[src/rtl/load_store_unit_if.sv]
// Request/response and data-memory bus bundle for load_store_unit.
// slave  : the load/store unit side (takes requests, drives memory).
// master : the requester/memory side (testbench or core + data RAM).
interface load_store_unit_if;
    logic        req_valid;
    logic        req_ready;
    logic        req_store;
    logic [2:0]  req_funct3;
    logic [63:0] req_addr;
    logic [63:0] req_wdata;
    logic        resp_valid;
    logic [63:0] resp_rdata;
    logic        resp_fault;
    logic        mem_read;
    logic        mem_write;
    logic [63:0] mem_addr;
    logic [63:0] mem_wdata;
    logic [63:0] mem_rdata;

    modport slave (
        input  req_valid, req_store, req_funct3, req_addr, req_wdata, mem_rdata,
        output req_ready, resp_valid, resp_rdata, resp_fault,
               mem_read, mem_write, mem_addr, mem_wdata
    );

    modport master (
        output req_valid, req_store, req_funct3, req_addr, req_wdata, mem_rdata,
        input  req_ready, resp_valid, resp_rdata, resp_fault,
               mem_read, mem_write, mem_addr, mem_wdata
    );
endinterface

[src/rtl/load_store_unit.sv]
// RV64 load/store unit in front of a 64-bit word-addressed data memory.
// Loads extract and extend a byte lane; sub-word stores do read-modify-write;
// misaligned, out-of-range and illegal-funct3 requests fault without a memory access.
// Optional: define LSU_FAULT_COUNT_EN to add the saturating fault_count output.
module load_store_unit #(
    parameter int MEM_BYTES = 8192
) (
    input  logic                   clk,
    input  logic                   rst_n,
`ifdef LSU_FAULT_COUNT_EN
    output logic [15:0]            fault_count,
`endif
    load_store_unit_if.slave       bus
);

    typedef enum logic [2:0] {
        ST_IDLE  = 3'd0,
        ST_LOAD  = 3'd1,
        ST_MERGE = 3'd2,
        ST_WRITE = 3'd3,
        ST_RESP  = 3'd4
    } state_t;

    state_t      r_state;
    state_t      w_state_next;
    logic [2:0]  r_funct3;
    logic [63:0] r_addr;
    logic [63:0] r_wdata;
    logic [63:0] r_merged;
    logic [63:0] r_rdata;
    logic        r_fault;

    logic        w_accept;
    logic        w_misaligned;
    logic        w_illegal;
    logic        w_range;
    logic        w_fault;
    logic [63:0] w_shift;
    logic [63:0] w_load_ext;
    logic [63:0] w_wdata_shift;
    logic [7:0]  w_size_mask;
    logic [7:0]  w_lane_mask;
    logic [63:0] w_merged;

    assign w_accept = bus.req_valid && (r_state == ST_IDLE);

    // Request checks evaluated on the incoming (not yet latched) fields.
    always_comb begin
        w_misaligned = 1'b0;
        case (bus.req_funct3[1:0])
            2'b01:   w_misaligned = bus.req_addr[0];
            2'b10:   w_misaligned = (bus.req_addr[1:0] != 2'b00);
            2'b11:   w_misaligned = (bus.req_addr[2:0] != 3'b000);
            default: w_misaligned = 1'b0;
        endcase
    end
    assign w_illegal = bus.req_store ? bus.req_funct3[2] : (bus.req_funct3 == 3'b111);
    assign w_range   = (bus.req_addr >= 64'(MEM_BYTES));
    assign w_fault   = w_misaligned || w_illegal || w_range;

    // Load path: bring the addressed lane down to bit 0, then extend.
    assign w_shift = bus.mem_rdata >> {r_addr[2:0], 3'b000};
    always_comb begin
        w_load_ext = 64'd0;
        case (r_funct3)
            3'b000:  w_load_ext = {{56{w_shift[7]}},  w_shift[7:0]};
            3'b001:  w_load_ext = {{48{w_shift[15]}}, w_shift[15:0]};
            3'b010:  w_load_ext = {{32{w_shift[31]}}, w_shift[31:0]};
            3'b011:  w_load_ext = w_shift;
            3'b100:  w_load_ext = {56'd0, w_shift[7:0]};
            3'b101:  w_load_ext = {48'd0, w_shift[15:0]};
            3'b110:  w_load_ext = {32'd0, w_shift[31:0]};
            default: w_load_ext = 64'd0;
        endcase
    end

    // Store merge: lanes covered by the access take store data, others keep memory data.
    always_comb begin
        w_size_mask = 8'h01;
        case (r_funct3[1:0])
            2'b00:   w_size_mask = 8'h01;
            2'b01:   w_size_mask = 8'h03;
            2'b10:   w_size_mask = 8'h0F;
            default: w_size_mask = 8'hFF;
        endcase
    end
    assign w_lane_mask   = w_size_mask << r_addr[2:0];
    assign w_wdata_shift = r_wdata << {r_addr[2:0], 3'b000};

    generate
        for (genvar gi = 0; gi < 8; gi++) begin : g_lane
            assign w_merged[gi*8 +: 8] = w_lane_mask[gi] ? w_wdata_shift[gi*8 +: 8]
                                                         : bus.mem_rdata[gi*8 +: 8];
        end
    endgenerate

    // State register; async reset aborts any access in flight.
    always_ff @(posedge clk or negedge rst_n) begin
        if (!rst_n) r_state <= ST_IDLE;
        else        r_state <= w_state_next;
    end

    // Next-state decode: faults skip straight to the response.
    always_comb begin
        w_state_next = r_state;
        case (r_state)
            ST_IDLE: begin
                if (w_accept) begin
                    if (w_fault)                       w_state_next = ST_RESP;
                    else if (!bus.req_store)           w_state_next = ST_LOAD;
                    else if (bus.req_funct3 == 3'b011) w_state_next = ST_WRITE;
                    else                               w_state_next = ST_MERGE;
                end
            end
            ST_LOAD:  w_state_next = ST_RESP;
            ST_MERGE: w_state_next = ST_WRITE;
            ST_WRITE: w_state_next = ST_RESP;
            ST_RESP:  w_state_next = ST_IDLE;
            default:  w_state_next = ST_IDLE;
        endcase
    end

    // Request capture at accept, load result and merged word captured at their edges.
    always_ff @(posedge clk or negedge rst_n) begin
        if (!rst_n) begin
            r_funct3 <= 3'd0;
            r_addr   <= 64'd0;
            r_wdata  <= 64'd0;
            r_merged <= 64'd0;
            r_rdata  <= 64'd0;
            r_fault  <= 1'b0;
        end else begin
            if (w_accept) begin
                r_funct3 <= bus.req_funct3;
                r_addr   <= bus.req_addr;
                r_wdata  <= bus.req_wdata;
                r_merged <= bus.req_wdata;
                r_rdata  <= 64'd0;
                r_fault  <= w_fault;
            end
            if (r_state == ST_LOAD)  r_rdata  <= w_load_ext;
            if (r_state == ST_MERGE) r_merged <= w_merged;
        end
    end

    assign bus.req_ready  = (r_state == ST_IDLE);
    assign bus.mem_read   = (r_state == ST_LOAD) || (r_state == ST_MERGE);
    assign bus.mem_write  = (r_state == ST_WRITE);
    assign bus.mem_addr   = (bus.mem_read || bus.mem_write) ? {r_addr[63:3], 3'b000} : 64'd0;
    assign bus.mem_wdata  = bus.mem_write ? r_merged : 64'd0;
    assign bus.resp_valid = (r_state == ST_RESP);
    assign bus.resp_rdata = bus.resp_valid ? r_rdata : 64'd0;
    assign bus.resp_fault = bus.resp_valid && r_fault;

`ifdef LSU_FAULT_COUNT_EN
    logic [15:0] r_fault_count;
    // Count faulting responses, sticking at the maximum.
    always_ff @(posedge clk or negedge rst_n) begin
        if (!rst_n)
            r_fault_count <= 16'd0;
        else if (bus.resp_valid && r_fault && (r_fault_count != 16'hFFFF))
            r_fault_count <= r_fault_count + 16'd1;
    end
    assign fault_count = r_fault_count;
`endif

endmodule
[src/flat_wrapper.sv]
// flat-port wrapper written by rule: the top's interface ports become plain ports
module load_store_unit_flat 
#(
    parameter int MEM_BYTES = 8192
)
  (clk, rst_n, bus_req_valid, bus_req_store, bus_req_funct3, bus_req_addr, bus_req_wdata, bus_mem_rdata, bus_req_ready, bus_resp_valid, bus_resp_rdata, bus_resp_fault, bus_mem_read, bus_mem_write, bus_mem_addr, bus_mem_wdata);
  load_store_unit_if bus_i ();
  input  logic clk;
  input  logic rst_n;
  input wire logic [$bits(bus_i.req_valid)-1:0] bus_req_valid;
  input wire logic [$bits(bus_i.req_store)-1:0] bus_req_store;
  input wire logic [$bits(bus_i.req_funct3)-1:0] bus_req_funct3;
  input wire logic [$bits(bus_i.req_addr)-1:0] bus_req_addr;
  input wire logic [$bits(bus_i.req_wdata)-1:0] bus_req_wdata;
  input wire logic [$bits(bus_i.mem_rdata)-1:0] bus_mem_rdata;
  output wire logic [$bits(bus_i.req_ready)-1:0] bus_req_ready;
  output wire logic [$bits(bus_i.resp_valid)-1:0] bus_resp_valid;
  output wire logic [$bits(bus_i.resp_rdata)-1:0] bus_resp_rdata;
  output wire logic [$bits(bus_i.resp_fault)-1:0] bus_resp_fault;
  output wire logic [$bits(bus_i.mem_read)-1:0] bus_mem_read;
  output wire logic [$bits(bus_i.mem_write)-1:0] bus_mem_write;
  output wire logic [$bits(bus_i.mem_addr)-1:0] bus_mem_addr;
  output wire logic [$bits(bus_i.mem_wdata)-1:0] bus_mem_wdata;
  assign bus_i.req_valid = bus_req_valid;
  assign bus_i.req_store = bus_req_store;
  assign bus_i.req_funct3 = bus_req_funct3;
  assign bus_i.req_addr = bus_req_addr;
  assign bus_i.req_wdata = bus_req_wdata;
  assign bus_i.mem_rdata = bus_mem_rdata;
  assign bus_req_ready = bus_i.req_ready;
  assign bus_resp_valid = bus_i.resp_valid;
  assign bus_resp_rdata = bus_i.resp_rdata;
  assign bus_resp_fault = bus_i.resp_fault;
  assign bus_mem_read = bus_i.mem_read;
  assign bus_mem_write = bus_i.mem_write;
  assign bus_mem_addr = bus_i.mem_addr;
  assign bus_mem_wdata = bus_i.mem_wdata;
  load_store_unit #(.MEM_BYTES(MEM_BYTES)) u_core (.clk(clk), .rst_n(rst_n), .bus(bus_i));
endmodule
[config.mk]
export PLATFORM = sky130hd
export DESIGN_NAME = load_store_unit_flat
export DESIGN_NICKNAME = d
export VERILOG_FILES = /design/src/rtl/load_store_unit_if.sv /design/src/rtl/load_store_unit.sv /design/src/flat_wrapper.sv
export SDC_FILE = /design/constraint.sdc
export NUM_CORES = 1
export LEC_CHECK = 0
export CAP_MARGIN = 30
export CORE_MARGIN = 3
export CORE_UTILIZATION = 45
export DETAILED_ROUTE_END_ITERATION = 8
export PLACE_DENSITY = 0.86
export SYNTH_ARGS = -nofsm -noshare
export SYNTH_HDL_FRONTEND = slang
export SYNTH_SLANG_ARGS = --single-unit
export TNS_END_PERCENT = 100
[constraint.sdc]
create_clock -name clk -period 5.19 [get_ports clk]
set_input_delay 1.038 -clock clk [delete_from_list [all_inputs] [get_ports clk]]
set_output_delay 1.038 -clock clk [all_outputs]
set_load 0.02 [all_outputs]
==> metrics.csv <==
stage,metric,value,unit
timing,worst rel slew slack,34.6,%
floorplanning,core area,34600,um^2
final_layout,fill count,2901,
clock_tree,Clock Latency Late Sink,0.57,ns
timing,actual slew at the worst max-slew pin,0.982,ns
grt,first-pass GRT wire length,91400,um
clock_tree,Post-CTS Setup Inserts,0,
grt,total global routing overflow,0,
final_layout,"commonest cells after routing, fill and taps aside","425 x nand2_1, 391 x clkdlybuf4s50_1, 260 x dfrtp_1, 142 x and2_1, 117 x a21oi_1",
timing,"Hold Vio Cnt, Final",0,
floorplanning,Cell Rows,68,
logic_synthesis,YS warnings,0,
route,detailed router's first-iteration violation count,2036,
grt,vias in the first global route,15300,
clock_tree,CTS Hold Buffers Added,0,
power_and_ir_drop,Gate power share,24.1,%
setup_path,Setup crit end kind,output port,
route,drt pass-1 iters,6,
power_and_ir_drop,Final Power,0.00592,W
route,vias per inst,6.13,
power_and_ir_drop,sw power,0.00189,W
setup_path,Critical Path RT,4.15,ns
setup_path,"Buf+Inv Stages, Crit Path",2,
route,routed length on met1,23200,um
route,Post-DRT Antenna Nets,0,
power_and_ir_drop,Seq pwr share,42.0,%
clock_tree,CTS tree,yes,
final_layout,Layout Nets,2288,
clock_tree,clock buffer count from CTS,28,
timing,post-route clock skew,0.0337,ns
setup_path,CP max FO,40,
logic_synthesis,Synth cell types,59,
grt,Global Route Usage Sum,30.7,%
floorplanning,starting density of the core,45.8,%
placed_design,gpl congestion,0.987,
logic_synthesis,Post-synth ARST share,100,%
route,via count,15800,
placed_design,DP Cell Count,2512,
floorplanning,chip height,194,um
power_and_ir_drop,Pwr Density,283,nW/um^2
clock_tree,clk slew on worst S/H paths,0.06,ns
setup_path,CP peak stage delay,0.64,ns
logic_synthesis,number of synthesized flops with an enable pin,0,
setup_path,slowest CP cell,dfrtp_1,
grt,largest net degree at the start of global routing,122,
final_layout,"commonest non-fill, non-tap cell in the layout",nand2_1,
placed_design,Post-DP HPWL,44300,um
timing,fin. max-slew vios,0,
min_path,HP Class,reg2reg,
timing,RSZ-0062 raised after global routing,no,
final_layout,Post-Layout Cell Count,2574,
setup_path,startpoint types,register,
floorplanning,Die ar.,37500,um^2
clock_tree,Max H-tree Level,1,
logic_synthesis,Post-Syn Instances,1797,
outcome,status,"complete, no violations",
setup_path,CP arrival,3.14,ns
logic_synthesis,post-synthesis sequential area ratio,41.5,%
logic_synthesis,Syn Std Cell Area,15900,um^2
power_and_ir_drop,VDD IR max,282,uV
placed_design,Setup WS pre-CTS,1.59,ns
final_layout,fin util,60.4,%
power_and_ir_drop,clock share of power,33.9,%
placed_design,Buffers on Ports,392,
setup_path,worst reg-to-reg path cell count,6,
timing,Final min period,4.18,ns
timing,Fin Setup TNS,0,ns
job,max_cap viols,0,
power_and_ir_drop,Pleak,9.50,nW
setup_path,"delay-heaviest family, CP",buffers and inverters,
route,Remaining DRCs,0,
timing,Final period util,80.6,%
route,total wire length,60200,um
setup_path,"critical path, cell by cell",nand2b_1 -> nor2_4 -> buf_4 -> and2_1 -> clkdlybuf4s50_1,
route,met2 WL post-DR,27500,um
grt,initial antenna violation count,10,
route,wire per inst,23.4,um
floorplanning,total I/O pin count,396,
clock_tree,CTS Sinks,263,
logic_synthesis,Post-synth top flop,dfrtp_1,
setup_path,type of the worst setup path,reg2out,
final_layout,layout cells sized above 1,7.21,%
clock_tree,Post-CTS Resized,0,
route,Top Layer Used,met5,
power_and_ir_drop,Switching Fraction,32.0,%
logic_synthesis,register bit total from synthesis,263,
min_path,Hold Path Depth,2,
route,WL met3,6320,um
timing,setup ws final,1.01,ns
clock_tree,Max clock buf depth,3,
timing,f_max,239,MHz
final_layout,Area Overhead vs Synth,31.9,%
setup_path,WP depth,5,
floorplanning,Die Wd,194,um
clock_tree,root buffer cell,clkbuf_16,
power_and_ir_drop,Pint,0.00403,W
logic_synthesis,Synth Area per Inst,8.83,um^2
timing,Final setup viols,0,
[cell type report]
class,count,area [um^2],share of cell area [%]
Multi-Input combinational cell,1357,8560,40.9
Sequential cell,263,6590,31.5
Timing Repair Buffer,420,4210,20.1
Clock buffer,41,831,3.97
Tap cell,455,569,2.72
Clock inverter,9,73.8,0.353
Inverter,19,71.3,0.341
Antenna cell,10,25.0,0.120
[kinds of logic after synthesis]
family                    count (synthesis)  synth area share, %
AOI/OAI and AO/OA                       379                 15.3
xor gates and xnor gates                  2                0.110
buffers and inverters                   179                 4.97
DFF                                     263                 41.5
muxes                                   155                 13.4
other                                     1               0.0236
and+or+nand+nor                         818                 24.7
[metal layers]
layer | GRT usage (%) | up-vias
li1 | - | 6875
met1 | 40.7 | 7536
met2 | 48.4 | 1112
met3 | 7.09 | 244
met4 | 13.4 | 2
met5 | 0 | -
[path summary, 6_finish.rpt]
kind / startpoint / end / slack (ns)
max: u_core.r_state[0] / bus_mem_wdata[56] / 1.01
min: u_core.r_addr[53] / u_core.r_addr[53] / 0.47
max reg2reg: u_core.r_addr[1] / u_core.r_rdata[9] / 1.89
min reg2reg: u_core.r_addr[53] / u_core.r_addr[53] / 0.47
max in group asynchronous: rst_n / u_core.r_addr[11] / 3.42
min in group asynchronous: rst_n / u_core.r_wdata[35] / 0.59
[registers in the layout, indices dropped and copies added, names as in the netlist]
| name | count |
|---|---|
| u_core.r_addr | 64 |
| u_core.r_fault | 1 |
| u_core.r_funct3 | 3 |
| u_core.r_merged | 64 |
| u_core.r_rdata | 64 |
| u_core.r_state | 3 |
| u_core.r_wdata | 64 |
[synth_stat cells, drive strengths merged, types with 2 or more instances]
cell type,instances,area [um^2]
clkbuf,100,375
a22oi,40,300
a211oi,62,465
a2111oi,2,17.5
o211a,8,80.1
or3,3,18.8
or2,10,62.6
o31ai,3,36.3
a21o,16,120
o2bb2ai,8,70.1
inv,19,71.3
nor3b,9,72.6
dfrtp,263,6580
xnor2,2,17.5
o21bai,4,30.0
nand2,425,1600
nor2,46,175
o211ai,10,75.1
a41o,2,20.0
nand4,3,18.8
o22ai,13,81.3
and3,69,432
mux2,2,22.5
buf,60,342
mux4,46,1040
mux2i,107,1070
o21ai,61,309
nand3,41,205
nor2b,33,206
a31oi,24,150
and2,142,888
nor4,13,87.6
a2bb2o,2,20.0
nor3,12,76.3
nand2b,10,62.6
a21oi,118,594
[per-stage QoR]
step / hold WS (ns) / area [um^2]
floorplan: 0.437 / 15900
global placement: 0.450 / 19900
detailed placement: 0.459 / 19900
CTS: 0.473 / 20900
global route: 0.493 / 20900
finish: 0.468 / 20900
[power groups by stage]
stage,combinational [W],clock [W],sequential (W)
global route,0.00154,0.00210,0.00250
finish,0.00143,0.00201,0.00249
global placement,0.00132,0,0.00253
detailed placement,0.00135,0,0.00254
floorplan,0.000951,0,0.00238
CTS,0.00136,0.00202,0.00250
[tightest hold or removal path, delay by kind of cell (launching register included)]
| family | cells | cell delay [ns] |
|---|---|---|
| flip-flops | 1 | 0.33 |
| AND/OR/NAND/NOR | 2 | 0.11 |
Power figures use the tool's default switching activity.
